==> config.mk <==
export PLATFORM = sky130hd
export DESIGN_NAME = i2c_reg_bridge
export DESIGN_NICKNAME = d
export VERILOG_FILES = /design/src/rtl/i2c_bridge_pkg.sv /design/src/rtl/i2c_bridge_regfile.sv /design/src/rtl/i2c_reg_bridge.sv
export SDC_FILE = /design/constraint.sdc
export NUM_CORES = 1
export LEC_CHECK = 0
export BUFFER_PORTS_ARGS = -buffer_cell sky130_fd_sc_hd__buf_2
export CAP_MARGIN = 20
export CORE_MARGIN = 2
export CORE_UTILIZATION = 42
export CTS_CLUSTER_SIZE = 10
export DETAILED_ROUTE_END_ITERATION = 6
export HOLD_SLACK_MARGIN = 0.03
export SETUP_SLACK_MARGIN = 0.5
export SLEW_MARGIN = 20
export SYNTH_ARGS = -nofsm -noshare
export SYNTH_HDL_FRONTEND = slang
export SYNTH_SLANG_ARGS = --single-unit
==> constraint.sdc <==
create_clock -name clk -period 4.85 [get_ports clk]
set_clock_uncertainty 0.05 [all_clocks]
set_input_delay 0.485 -clock clk [delete_from_list [all_inputs] [get_ports clk]]
set_output_delay 0.485 -clock clk [all_outputs]
set_load 0.02 [all_outputs]
==> src/rtl/i2c_bridge_pkg.sv <==
// i2c_bridge_pkg: shared constants for the I2C register bridge.
//   ST_*               3-bit FSM state encodings
//   DEFAULT_ADDR_WIDTH default register pointer width
//   CNT_W              width of the saturating transfer counters
package i2c_bridge_pkg;

  localparam logic [2:0] ST_IDLE     = 3'd0;
  localparam logic [2:0] ST_ADDR_ACK = 3'd1;
  localparam logic [2:0] ST_PTR      = 3'd2;
  localparam logic [2:0] ST_WRITE    = 3'd3;
  localparam logic [2:0] ST_READ     = 3'd4;

  localparam int DEFAULT_ADDR_WIDTH = 4;
  localparam int CNT_W              = 16;

endpackage

==> src/rtl/i2c_bridge_regfile.sv <==
// i2c_bridge_regfile: byte register file, cleared on reset.
//   clk, i_rst      clock, synchronous active-low reset
//   i_we_mask       per-entry write enable (merged I2C/local port)
//   i_wdata         per-entry write data
//   i_rd_addr_a/b   read addresses
//   o_rd_data_a/b   registered read data, write-first
module i2c_bridge_regfile #(
  parameter int ADDR_WIDTH = 4
) (
  input  logic                                 clk,
  input  logic                                 i_rst,
  input  logic [(1<<ADDR_WIDTH)-1:0]           i_we_mask,
  input  logic [(1<<ADDR_WIDTH)-1:0][7:0]      i_wdata,
  input  logic [ADDR_WIDTH-1:0]                i_rd_addr_a,
  output logic [7:0]                           o_rd_data_a,
  input  logic [ADDR_WIDTH-1:0]                i_rd_addr_b,
  output logic [7:0]                           o_rd_data_b
);

  localparam int DEPTH = 1 << ADDR_WIDTH;

  logic [7:0] r_mem [DEPTH];

  always_ff @(posedge clk) begin
    if (!i_rst) begin
      for (int unsigned i = 0; i < DEPTH; i++) r_mem[i] <= '0;
      o_rd_data_a <= '0;
      o_rd_data_b <= '0;
    end else begin
      for (int unsigned i = 0; i < DEPTH; i++)
        if (i_we_mask[i]) r_mem[i] <= i_wdata[i];
      // Bypass so a read of an entry being written returns the new byte.
      o_rd_data_a <= i_we_mask[i_rd_addr_a] ? i_wdata[i_rd_addr_a] : r_mem[i_rd_addr_a];
      o_rd_data_b <= i_we_mask[i_rd_addr_b] ? i_wdata[i_rd_addr_b] : r_mem[i_rd_addr_b];
    end
  end

endmodule

==> src/rtl/i2c_reg_bridge.sv <==
// i2c_reg_bridge: auto-incrementing register bridge behind an I2C slave.
//   clk, rst                     clock, synchronous active-low reset
//   dev_addr_match/ack/nack/
//   start_cond/stop_cond/din     slave byte-level events and received byte
//   send_data                    byte for the slave to shift out on reads
//   loc_we/loc_addr/loc_wdata/
//   loc_rdata                    local fabric register port
//   reg_wr_strobe/addr/data      notification of each I2C register write
//   collision                    local write dropped in favour of I2C write
//   wr_bytes/rd_bytes            saturating transfer counters
//   ptr                          current register pointer
module i2c_reg_bridge
  import i2c_bridge_pkg::*;
#(
  parameter int ADDR_WIDTH = DEFAULT_ADDR_WIDTH
) (
  input  logic                  clk,
  input  logic                  rst,
  input  logic                  dev_addr_match,
  input  logic                  ack,
  input  logic                  nack,
  input  logic                  start_cond,
  input  logic                  stop_cond,
  input  logic [7:0]            din,
  output logic [7:0]            send_data,
  input  logic                  loc_we,
  input  logic [ADDR_WIDTH-1:0] loc_addr,
  input  logic [7:0]            loc_wdata,
  output logic [7:0]            loc_rdata,
  output logic                  reg_wr_strobe,
  output logic [ADDR_WIDTH-1:0] reg_wr_addr,
  output logic [7:0]            reg_wr_data,
  output logic                  collision,
  output logic [CNT_W-1:0]      wr_bytes,
  output logic [CNT_W-1:0]      rd_bytes,
  output logic [ADDR_WIDTH-1:0] ptr
);

  localparam int DEPTH = 1 << ADDR_WIDTH;

  logic [2:0]            r_state;
  logic [ADDR_WIDTH-1:0] r_ptr;
  logic [CNT_W-1:0]      r_wr_bytes;
  logic [CNT_W-1:0]      r_rd_bytes;
  logic                  r_wr_strobe;
  logic [ADDR_WIDTH-1:0] r_wr_addr;
  logic [7:0]            r_wr_data;
  logic                  r_collision;

  logic                  w_bus_ctrl;
  logic                  w_byte_ev;
  logic                  w_i2c_we;
  logic                  w_rd_step;
  logic [DEPTH-1:0]      w_we_mask;
  logic [DEPTH-1:0][7:0] w_wdata;

  assign w_bus_ctrl = start_cond | stop_cond;
  // ack/nack only act when no higher-priority event is present this cycle.
  assign w_byte_ev  = ~w_bus_ctrl & ~dev_addr_match;
  assign w_i2c_we   = w_byte_ev & ack & (r_state == ST_WRITE);
  assign w_rd_step  = w_byte_ev & (ack | nack) & (r_state == ST_READ);

  // I2C write is applied last so it overrides a local write to the same entry.
  always_comb begin
    w_we_mask = '0;
    w_wdata   = '0;
    for (int unsigned i = 0; i < DEPTH; i++) begin
      if (loc_we && loc_addr == ADDR_WIDTH'(i)) begin
        w_we_mask[i] = 1'b1;
        w_wdata[i]   = loc_wdata;
      end
      if (w_i2c_we && r_ptr == ADDR_WIDTH'(i)) begin
        w_we_mask[i] = 1'b1;
        w_wdata[i]   = din;
      end
    end
  end

  i2c_bridge_regfile #(
    .ADDR_WIDTH (ADDR_WIDTH)
  ) u_regfile (
    .clk         (clk),
    .i_rst       (rst),
    .i_we_mask   (w_we_mask),
    .i_wdata     (w_wdata),
    .i_rd_addr_a (r_ptr),
    .o_rd_data_a (send_data),
    .i_rd_addr_b (loc_addr),
    .o_rd_data_b (loc_rdata)
  );

  always_ff @(posedge clk) begin
    if (!rst) begin
      r_state     <= ST_IDLE;
      r_ptr       <= '0;
      r_wr_bytes  <= '0;
      r_rd_bytes  <= '0;
      r_wr_strobe <= 1'b0;
      r_wr_addr   <= '0;
      r_wr_data   <= '0;
      r_collision <= 1'b0;
    end else begin
      r_wr_strobe <= w_i2c_we;
      r_collision <= w_i2c_we & loc_we & (loc_addr == r_ptr);
      if (w_i2c_we) begin
        r_wr_addr <= r_ptr;
        r_wr_data <= din;
      end
      if (w_i2c_we && r_wr_bytes != '1) r_wr_bytes <= r_wr_bytes + CNT_W'(1);
      if (w_rd_step && r_rd_bytes != '1) r_rd_bytes <= r_rd_bytes + CNT_W'(1);

      if (w_bus_ctrl) begin
        r_state <= ST_IDLE;
      end else if (dev_addr_match) begin
        r_state <= ST_ADDR_ACK;
      end else begin
        case (r_state)
          ST_ADDR_ACK: begin
            if (ack)       r_state <= din[0] ? ST_READ : ST_PTR;
            else if (nack) r_state <= ST_IDLE;
          end
          ST_PTR: begin
            if (ack) begin
              r_ptr   <= din[ADDR_WIDTH-1:0];
              r_state <= ST_WRITE;
            end
          end
          ST_WRITE: begin
            if (ack) r_ptr <= r_ptr + ADDR_WIDTH'(1);
          end
          ST_READ: begin
            if (ack) begin
              r_ptr <= r_ptr + ADDR_WIDTH'(1);
            end else if (nack) begin
              r_ptr   <= r_ptr + ADDR_WIDTH'(1);
              r_state <= ST_IDLE;
            end
          end
          default: r_state <= ST_IDLE;
        endcase
      end
    end
  end

  assign reg_wr_strobe = r_wr_strobe;
  assign reg_wr_addr   = r_wr_addr;
  assign reg_wr_data   = r_wr_data;
  assign collision     = r_collision;
  assign wr_bytes      = r_wr_bytes;
  assign rd_bytes      = r_rd_bytes;
  assign ptr           = r_ptr;

endmodule

==> impl_metrics.tcl, run 1 <==
set metrics [dict create \
    arrival_ns 4.67 \
    finalHoldViolations 0 \
    final.period_utilization 0.8953 \
    met3_length_mm 7.982 \
    path_cells "nor2b_1, nand4_1, nand2_1, nand2_1, a31oi_1, buf_4, and2_1, a311oi_1" \
    power_density_nw_per_um2 262.2 \
    ant_nets 0 \
    num_vias 14110 \
    leakagePower_nw 5.803 \
    clkTransAtPathRegs_ns 0.05 \
    clock_sinks 201 \
    setup_viol 0 \
    post-route-util 0.4663 \
    cts_inserted_buffers 25 \
    ios 94 \
    antenna_cells 0 \
    htree_levels 1 \
    dp_hpwl_mm 45.56 \
    grt_usage 0.3550 \
    placed_cell_area_um2 15270 \
    die_y_um 189.7 \
    yosysTopAreaCellShare 0.2654 \
    synth_cell_types 83 \
    r2r_cells 8 \
    cp_common_cell "nand2_1" \
    ys_async_sr_fraction 0 \
    ys.flop_type "edfxtp_1" \
    post_cts_buffers 0 \
    io_buffers 93 \
    crit_slowest_cell "dfxtp_1" \
    wl_met2_mm 27.58 \
    critPathKind "reg2reg" \
    cts_resized 0 \
    crit_fanout 17 \
    area_growth_pct 10.37 \
    synthesis.nets 1531 \
    first_pass_iters 7 \
    synth-edff-count 128 \
    gr-total-overflow 0 \
    slowest_delay_ns 0.95 \
    slew_headroom 0.2610 \
    via_per_inst 7.086 \
    rsz0062_at_grt "no" \
    wl_met1_mm 24.61 \
    grt_pass1_vias 13390 \
    critPathBufInv 1 \
    routabilityCongestion 1.055 \
    cts_tree "done" \
    clkLatencyLatePin_ns 0.55 \
    finalPower_mw 4.192 \
    die_x_um 189.7 \
    cts-hold-fix-buffers 0 \
    status "completed" \
    startpoint "ptr[2]" \
    cp.required_ns 5.17 \
    synth.largest_area_cell "edfxtp_1" \
    route.detailed.drc 0 \
    period_minus_slack_ns 4.342 \
    layout-drive-gt1-share 0.2194 \
    r2r_start "ptr[2]" \
    critPathTopFamily "simple AND/OR/NAND/NOR gates" \
    cts-root-buf "clkbuf_16" \
    routed_wirelength_mm 64.73 \
    r2r_end "u_regfile.o_rd_data_a[7]" \
    fmax_mhz 230.3 \
    postSynthAreaPerCell_um2 9.676 \
    critPathCapture "u_regfile.o_rd_data_a[7]" \
    r2r_setup_slack_ns 0.51 \
    stdcell_count 1991 \
    grt_pass1_wl_mm 93.12 \
    drtIter0Drc 2274 \
    syn_area_um2 14490 \
    hold_path.class "in2reg" \
    yosys_warnings 0 \
    startpoint_type "flop" \
    stdcell_area_um2 15990 \
    endpoint_kind "flop" \
    ys_seq_area_frac 0.3662 \
    layout.nets 1553 \
    worst_ir_drop_vdd_uv 245.4 \
    core_area_um2 34290 \
    antenna_found_initial 3 \
    die-area_um2 35990 \
    synth-seq-cells 201 \
    cts_buffer_depth 3 \
    dp.cells 1947 \
    synth_area_leaders "edfxtp_1 27%, mux4_2 14%, dfxtp_1 10%" \
    setup_tns_ns 0 \
    grt_max_degree 79 \
    placementRows 68 \
    tightest_slew_ns 1.107 \
    routedWlPerCell_um 32.51 \
    drv_cap 0 \
    floorplan.initialDensity 0.4225 \
    path_depth 8 \
    slew_viol_final 0 \
    synthCells 1497 \
    top_layer "met4" \
]
-- layer usage --
layer | track usage | vias up
li1 | - | 5774
met1 | 0.4728 | 6781
met2 | 0.5376 | 1256
met3 | 0.07932 | 298
met4 | 0.1953 | 0
met5 | 0 | -
-- cell type report --
type                       count  area (um2)
inverter                      16       62.56
clock inverter                 5       28.78
fill                        3256       18300
timing repair buffer         143       843.3
sequential                   201        5308
multi-input combinational   1132        8488
clock buffer                  39       688.2
tap                          455       569.3
-- how the worst min path moves through the flow --
stage | endpoint | slack, ns | startpoint | cells past startpoint
4_1_cts | r_state[0] | 0.11 | start_cond | 2
2_1_floorplan | r_state[1] | 0.44 | r_state[2] | 1
3_5_place_dp | reg_wr_data[6] | 0.40 | reg_wr_data[6] | 2
6_report | r_state[0] | 0.12 | start_cond | 2
3_3_place_gp | reg_wr_data[7] | 0.39 | reg_wr_data[7] | 2
5_1_grt | r_state[0] | 0.14 | start_cond | 2
-- report_power, final --
part           switching, mW  internal [mW]  leakage, nW
Combinational          0.364          0.168         3.63
Sequential            0.0420           1.89         1.82
Clock                  0.754          0.969        0.351
-- cells by family after synthesis --
logic type	synth area share
AOI/OAI and AO/OA	0.1336
xor gates and xnor gates	0.01572
adders and majority gates	0.005183
buffers and inverters	0.04854
DFF	0.3662
muxes	0.2177
and+or+nand+nor	0.2130
-- sequential cells by signal (all words and copies together) (netlist names), named ones only --
name                   count
u_regfile.r_mem          128
rd_bytes                  16
wr_bytes                  16
reg_wr_data                8
u_regfile.o_rd_data_a      8
u_regfile.o_rd_data_b      8
ptr                        4
reg_wr_addr                4
r_state                    3
collision                  1
reg_wr_strobe              1
-- synthesized netlist by cell type (all sizes together), types with 11 or more instances --
cell	count
and3	43
nand4	31
clkbuf	89
and2	30
nor2	207
dfxtp	73
xnor2	11
nand2	110
o22ai	22
mux4	87
nand3	89
mux2	44
a21oi	65
inv	15
nor4	11
or3	15
o21ai	41
xor2	15
edfxtp	128
buf	59
mux2i	69
a22oi	22
nor2b	13
nor3	27
a31oi	43
-- worst register-to-register path, delay by kind of cell (launching register included) --
kind,cells,cell delay (ns)
AND/OR/NAND/NOR,5,2.57
flip-flops,1,0.95
AO/OA/AOI/OAI,2,0.39
buffers and inverters,1,0.22
-- metrics by stage --
step | setup slack [ns] | hold WS, ns
after floorplan | 1.772 | 0.4385
after global placement | 0.8209 | 0.3915
after detailed placement | 0.8327 | 0.3969
after CTS | 0.8073 | 0.1067
after global routing | 0.5112 | 0.1355
final | 0.5079 | 0.1160
-- layout by cell type (no fill, tap or decap), types with 11 or more instances in the layout --
cell type  instances
mux4_2            87
a21oi_1           65
xor2_1            15
nor2b_1           11
or3_1             15
nor2_1           207
and3_1            43
nand2_1          110
clkbuf_16         25
buf_2             92
inv_1             13
edfxtp_1         128
nor3_1            26
o21ai_0           40
mux2_2            41
o22ai_1           22
mux2i_1           69
buf_4             51
nand3_1           89
nand4_1           23
and2_1            27
a31oi_1           41
dfxtp_1           71
nor4_1            11
xnor2_1           11
clkbuf_1          13
a22oi_1           22
Power figures use the tool's default switching activity.
==> run 2: changes to the inputs <==
CELL_PAD_IN_SITES_DETAIL_PLACEMENT = 0   (was not set)
CELL_PAD_IN_SITES_GLOBAL_PLACEMENT = 1   (was not set)
PLACE_DENSITY_LB_ADDON = 0.1   (was not set)
==> impl_metrics.tcl, run 2 (same netlist as run 1, synthesis figures left out) <==
set metrics [dict create \
    cts-root-buf "clkbuf_16" \
    arrival_ns 4.48 \
    tightest_slew_ns 1.160 \
    ios 94 \
    regMostFlops "u_regfile.r_mem" \
    core_area_um2 34290 \
    floorplan.initialDensity 0.4225 \
    cts_inserted_buffers 25 \
    num_vias 14030 \
    critPathKind "reg2reg" \
    grt_usage 0.3884 \
    routabilityCongestion 1.040 \
    fmax_mhz 241.5 \
    io_buffers 93 \
    slowest_delay_ns 0.82 \
    final.period_utilization 0.8536 \
    holdPathStages 2 \
    die_y_um 189.7 \
    grt_pass1_vias 13390 \
    largest_register_ffs 128 \
    clkLatencyLatePin_ns 0.56 \
    cts_resized 0 \
    stdcell_count 2005 \
    worst_ir_drop_vdd_uv 235.3 \
    cts_tree "done" \
    fillers 3290 \
    stdcell_area_um2 16090 \
    multiInputGateArea_um2 8482 \
    hold_path.class "in2reg" \
    layout-drive-gt1-share 0.2234 \
    antenna_found_initial 0 \
    status "completed" \
    gr-total-overflow 0 \
    setup_viol 0 \
    startpoint_type "flop" \
    post_cts_buffers 0 \
    routed_wirelength_mm 69.96 \
    htree_levels 1 \
    leakagePower_nw 5.846 \
    slew_viol_final 0 \
    die-area_um2 35990 \
    grt_max_degree 63 \
    endpoint_kind "flop" \
    power_density_nw_per_um2 263.4 \
    regArea_um2 5308 \
    ant_nets 0 \
    placementRows 68 \
    path_cells "and2_1, buf_4, nand4_1, and3_1, a211oi_1, a2111oi_2, a2111oi_0, a41oi_1" \
    crit_fanout 15 \
    final_common_cell "nor2_1" \
    drtIter0Drc 2143 \
    rsz0062_at_grt "no" \
    dp_slack_ns 0.8290 \
    setup_tns_ns 0 \
    clkTransAtPathRegs_ns 0.05 \
    period_minus_slack_ns 4.140 \
    finalHoldViolations 0 \
    slew_headroom 0.2237 \
    cp.required_ns 5.19 \
    r2r_cells 8 \
    grt_pass1_wl_mm 100.1 \
    placed_cell_area_um2 15350 \
    first_pass_iters 6 \
    fin_ws_ns 0.7099 \
    route.detailed.drc 0 \
    crit_slowest_cell "dfxtp_1" \
    via_per_inst 6.996 \
    layout.nets 1564 \
    mostFrequentLayoutCells "207 x nor2_1, 128 x edfxtp_1, 110 x nand2_1" \
    area_growth_pct 11.05 \
    dp.cells 1958 \
    post-route-util 0.4691 \
    routedWlPerCell_um 34.89 \
    drv_cap 0 \
    cts-hold-fix-buffers 0 \
    dp_hpwl_mm 51.08 \
    die_x_um 189.7 \
    cts_buffer_depth 3 \
    clock_sinks 201 \
]
## run 2: area by class of cell
| class | count | area share |
|---|---|---|
| multi-input cells | 1132 | 0.5273 |
| flip-flops and latches | 201 | 0.3300 |
| repair buffers | 154 | 0.05772 |
| clock buffers | 43 | 0.04434 |
| well taps | 455 | 0.03539 |
| inverters | 16 | 0.003889 |
| clock inverters | 3 | 0.001245 |
| diodes | 1 | 0.0001556 |
## run 2: worst paths after layout
path / from / to / slack, ns
worst max-delay path: ptr[3] / u_regfile.o_rd_data_b[5] / 0.71
worst min-delay path: start_cond / r_state[0] / 0.10
worst max register to register: ptr[3] / u_regfile.o_rd_data_b[5] / 0.71
worst min register to register: reg_wr_data[7] / reg_wr_data[7] / 0.40
## run 2: worst max-delay path: cells and delay by family (launching register included)
| family | cells | cell delay, ns |
|---|---|---|
| buffers and inverters | 1 | 0.26 |
| DFF | 1 | 0.82 |
| AOI/OAI and AO/OA | 4 | 1.52 |
| and+or+nand+nor | 3 | 1.31 |
## run 2: power breakdown
part,switching [mW],internal (mW)
Combinational,0.383,0.172
Clock,0.753,0.989
Sequential,0.0455,1.90
Total,1.18,3.06
## run 2: routing by layer
layer,vias to the layer above,GRT usage,part of all wire
met4,0,0.1893,0.063
met2,1064,0.5785,0.43
met3,238,0.09020,0.11
met1,6952,0.5331,0.40
li1,5772,-,-
met5,-,0,0
## run 2: stage by stage
stage / hold WS, ns / power (mW)
final: 0.1008 / 4.237
after global placement: 0.3919 / 2.504
after CTS: 0.09507 / 4.235
after global routing: 0.1100 / 4.341
after floorplan: 0.4385 / 2.260
after detailed placement: 0.3981 / 2.507
==> run 3: changes to the inputs <==
SYNTH_HIERARCHICAL = 1   (was not set)
==> impl_metrics.tcl, run 3 <==
set metrics [dict create \
    slew_viol_final 0 \
    gr-total-overflow 0 \
    grt_pass1_vias 11950 \
    regArea_um2 5234 \
    r2r_end "u_regfile/o_rd_data_a[4]" \
    clkTransAtPathRegs_ns 0.08 \
    fillers 3276 \
    grt_usage 0.3080 \
    ios 94 \
    cts_buffer_depth 2 \
    hp-start "stop_cond" \
    postSynthAreaPerCell_um2 9.323 \
    status "completed" \
    mostFrequentLayoutCells "331 x nand2_1, 135 x o21ai_0, 128 x edfxtp_1" \
    cts-root-buf "clkbuf_16" \
    die_x_um 191.6 \
    antenna_cells 0 \
    period_minus_slack_ns 3.986 \
    critPathTopFamily "simple AND/OR/NAND/NOR gates" \
    synthesis.nets 1619 \
    final_common_cell "nand2_1" \
    critPathKind "reg2reg" \
    dp.cells 2005 \
    regMostFlops "u_regfile/r_mem" \
    min_to "r_state[0]" \
    first_pass_iters 6 \
    yosys_warnings 6 \
    placementRows 68 \
    stdcell_count 2037 \
    r2r_cells 9 \
    synth_cell_types 63 \
    synth_area_leaders "edfxtp_1 26%, mux4_2 13%, dfxtp_1 9.3%" \
    slew_headroom 0.2706 \
    use_met2 0.4467 \
    dp_hpwl_mm 38.43 \
    floorplan.initialDensity 0.4267 \
    core_area_um2 34630 \
    io_buffers 93 \
    endpoint_kind "flop" \
    area_growth_pct 7.248 \
    clkLatencyLatePin_ns 0.47 \
    finalHoldViolations 0 \
    crit_fanout 17 \
    die_y_um 191.6 \
    routabilityCongestion 0.9603 \
    arrival_ns 4.27 \
    synth.largest_area_cell "edfxtp_1" \
    multiInputGateArea_um2 8753 \
    power_density_nw_per_um2 241.7 \
    hold_path.class "in2reg" \
    grt_max_degree 102 \
    routedWlPerCell_um 27.26 \
    largest_register_ffs 128 \
    holdPathStages 2 \
    worst_ir_drop_vdd_uv 250.5 \
    ys_seq_area_frac 0.3536 \
    synthCells 1585 \
    met3_usage 0.06980 \
    crit_slowest_cell "or2_2" \
    setup_viol 0 \
    cts_inserted_buffers 17 \
    synth-seq-cells 197 \
    cts_tree "done" \
    num_vias 12840 \
    drv_cap 0 \
    ys.flop_type "edfxtp_1" \
    antenna_found_initial 2 \
    slowest_delay_ns 0.52 \
    leakagePower_nw 5.864 \
    htree_levels 4 \
    yosysTopAreaCellShare 0.2601 \
    r2r_start "r_state[2]" \
    syn_area_um2 14780 \
    cp.required_ns 5.13 \
    cts_resized 0 \
    globalRoute.busiestLayer "met1" \
    startpoint_type "flop" \
    synth-edff-count 128 \
    ant_nets 0 \
    fmax_mhz 250.8 \
    ys_async_sr_fraction 0 \
    setup_tns_ns 0 \
    layout.nets 1603 \
    route.detailed.drc 0 \
    drtIter0Drc 1403 \
    r2r_setup_slack_ns 0.86 \
    routed_wirelength_mm 55.53 \
    synthTopCellsByCount "331 x nand2_1, 135 x o21ai_0, 128 x edfxtp_1, 109 x mux2i_1, 101 x and3_1" \
    final.period_utilization 0.8220 \
    tightest_slew_ns 1.089 \
    synth.most_common_cell "nand2_1" \
    rsz0062_at_grt "no" \
    clock_sinks 197 \
    die-area_um2 36700 \
    path_cells "and4b_1, and2_1, and3_1, or2_2, mux4_2, mux2i_4, a2111oi_0, a21oi_1, o22ai_1" \
    layout-drive-gt1-share 0.1814 \
    critPathBufInv 0 \
    grt_use_met1 0.4565 \
    grt_pass1_wl_mm 81.92 \
    cts-hold-fix-buffers 0 \
    post_cts_buffers 0 \
    via_per_inst 6.301 \
]
[run 3: area by class of cell]
cell class              count  share of cell area
multi-input cells        1224              0.5523
repair buffers            123             0.04405
flip-flops and latches    197              0.3303
well taps                 455             0.03592
inverters                   6            0.001421
clock inverters            14            0.008922
clock buffers              18             0.02708
[run 3: worst max path at each step]
stage	startpoint	endpoint	slack [ns]	cells after the start
final	r_state[2]	u_regfile/o_rd_data_a[4]	0.86	9
after global routing	r_state[1]	u_regfile/o_rd_data_a[4]	0.66	9
after CTS	r_state[2]	u_regfile/o_rd_data_a[4]	0.99	9
after detailed placement	ack	u_regfile/o_rd_data_a[4]	0.83	10
after global placement	ack	u_regfile/o_rd_data_a[4]	0.83	10
after floorplan	ack	u_regfile/o_rd_data_b[6]	1.77	12
[run 3: routing by layer]
layer	part of all wire	vias up
met1	0.45	6274
met3	0.099	79
met4	0.023	2
met5	0.00013	-
li1	-	5767
met2	0.43	714
[run 3: kinds of logic after synthesis]
logic type,after synthesis,share of synthesized area
simple gates,697,0.2339
compound gates,287,0.1224
mux,214,0.2189
flops,197,0.3536
buf+inv,164,0.05436
xor+xnor,20,0.01185
fa+ha+maj,6,0.005080
[run 3: worst register-to-register path, cell delays in order (launching register included)]
cell       delay [ns]
dfxtp_1          0.44
and4b_1          0.27
and2_1           0.34
and3_1           0.52
or2_2            0.53
mux4_2           0.52
mux2i_4          0.47
a2111oi_0        0.16
a21oi_1          0.39
o22ai_1          0.16
[run 3: through the flow]
step	hold slack (ns)	util	cell area, um2	power, mW	worst slack (ns)
finish	0.1858	0.4577	15850	3.831	0.8635
global route	0.1780	0.4577	15850	3.950	0.6615
CTS	0.1700	0.4577	15850	3.843	0.9900
detailed placement	0.4087	0.4412	15280	2.411	0.8268
global placement	0.3991	0.4412	15280	2.404	0.8345
floorplan	0.4419	-	14780	2.228	1.766
[run 3: where the power goes]
group | internal (mW) | leakage, nW | switching, mW | total (mW)
clock network | 0.724 | 0.267 | 0.722 | 1.45
logic | 0.162 | 3.81 | 0.322 | 0.484
registers | 1.86 | 1.79 | 0.0430 | 1.90
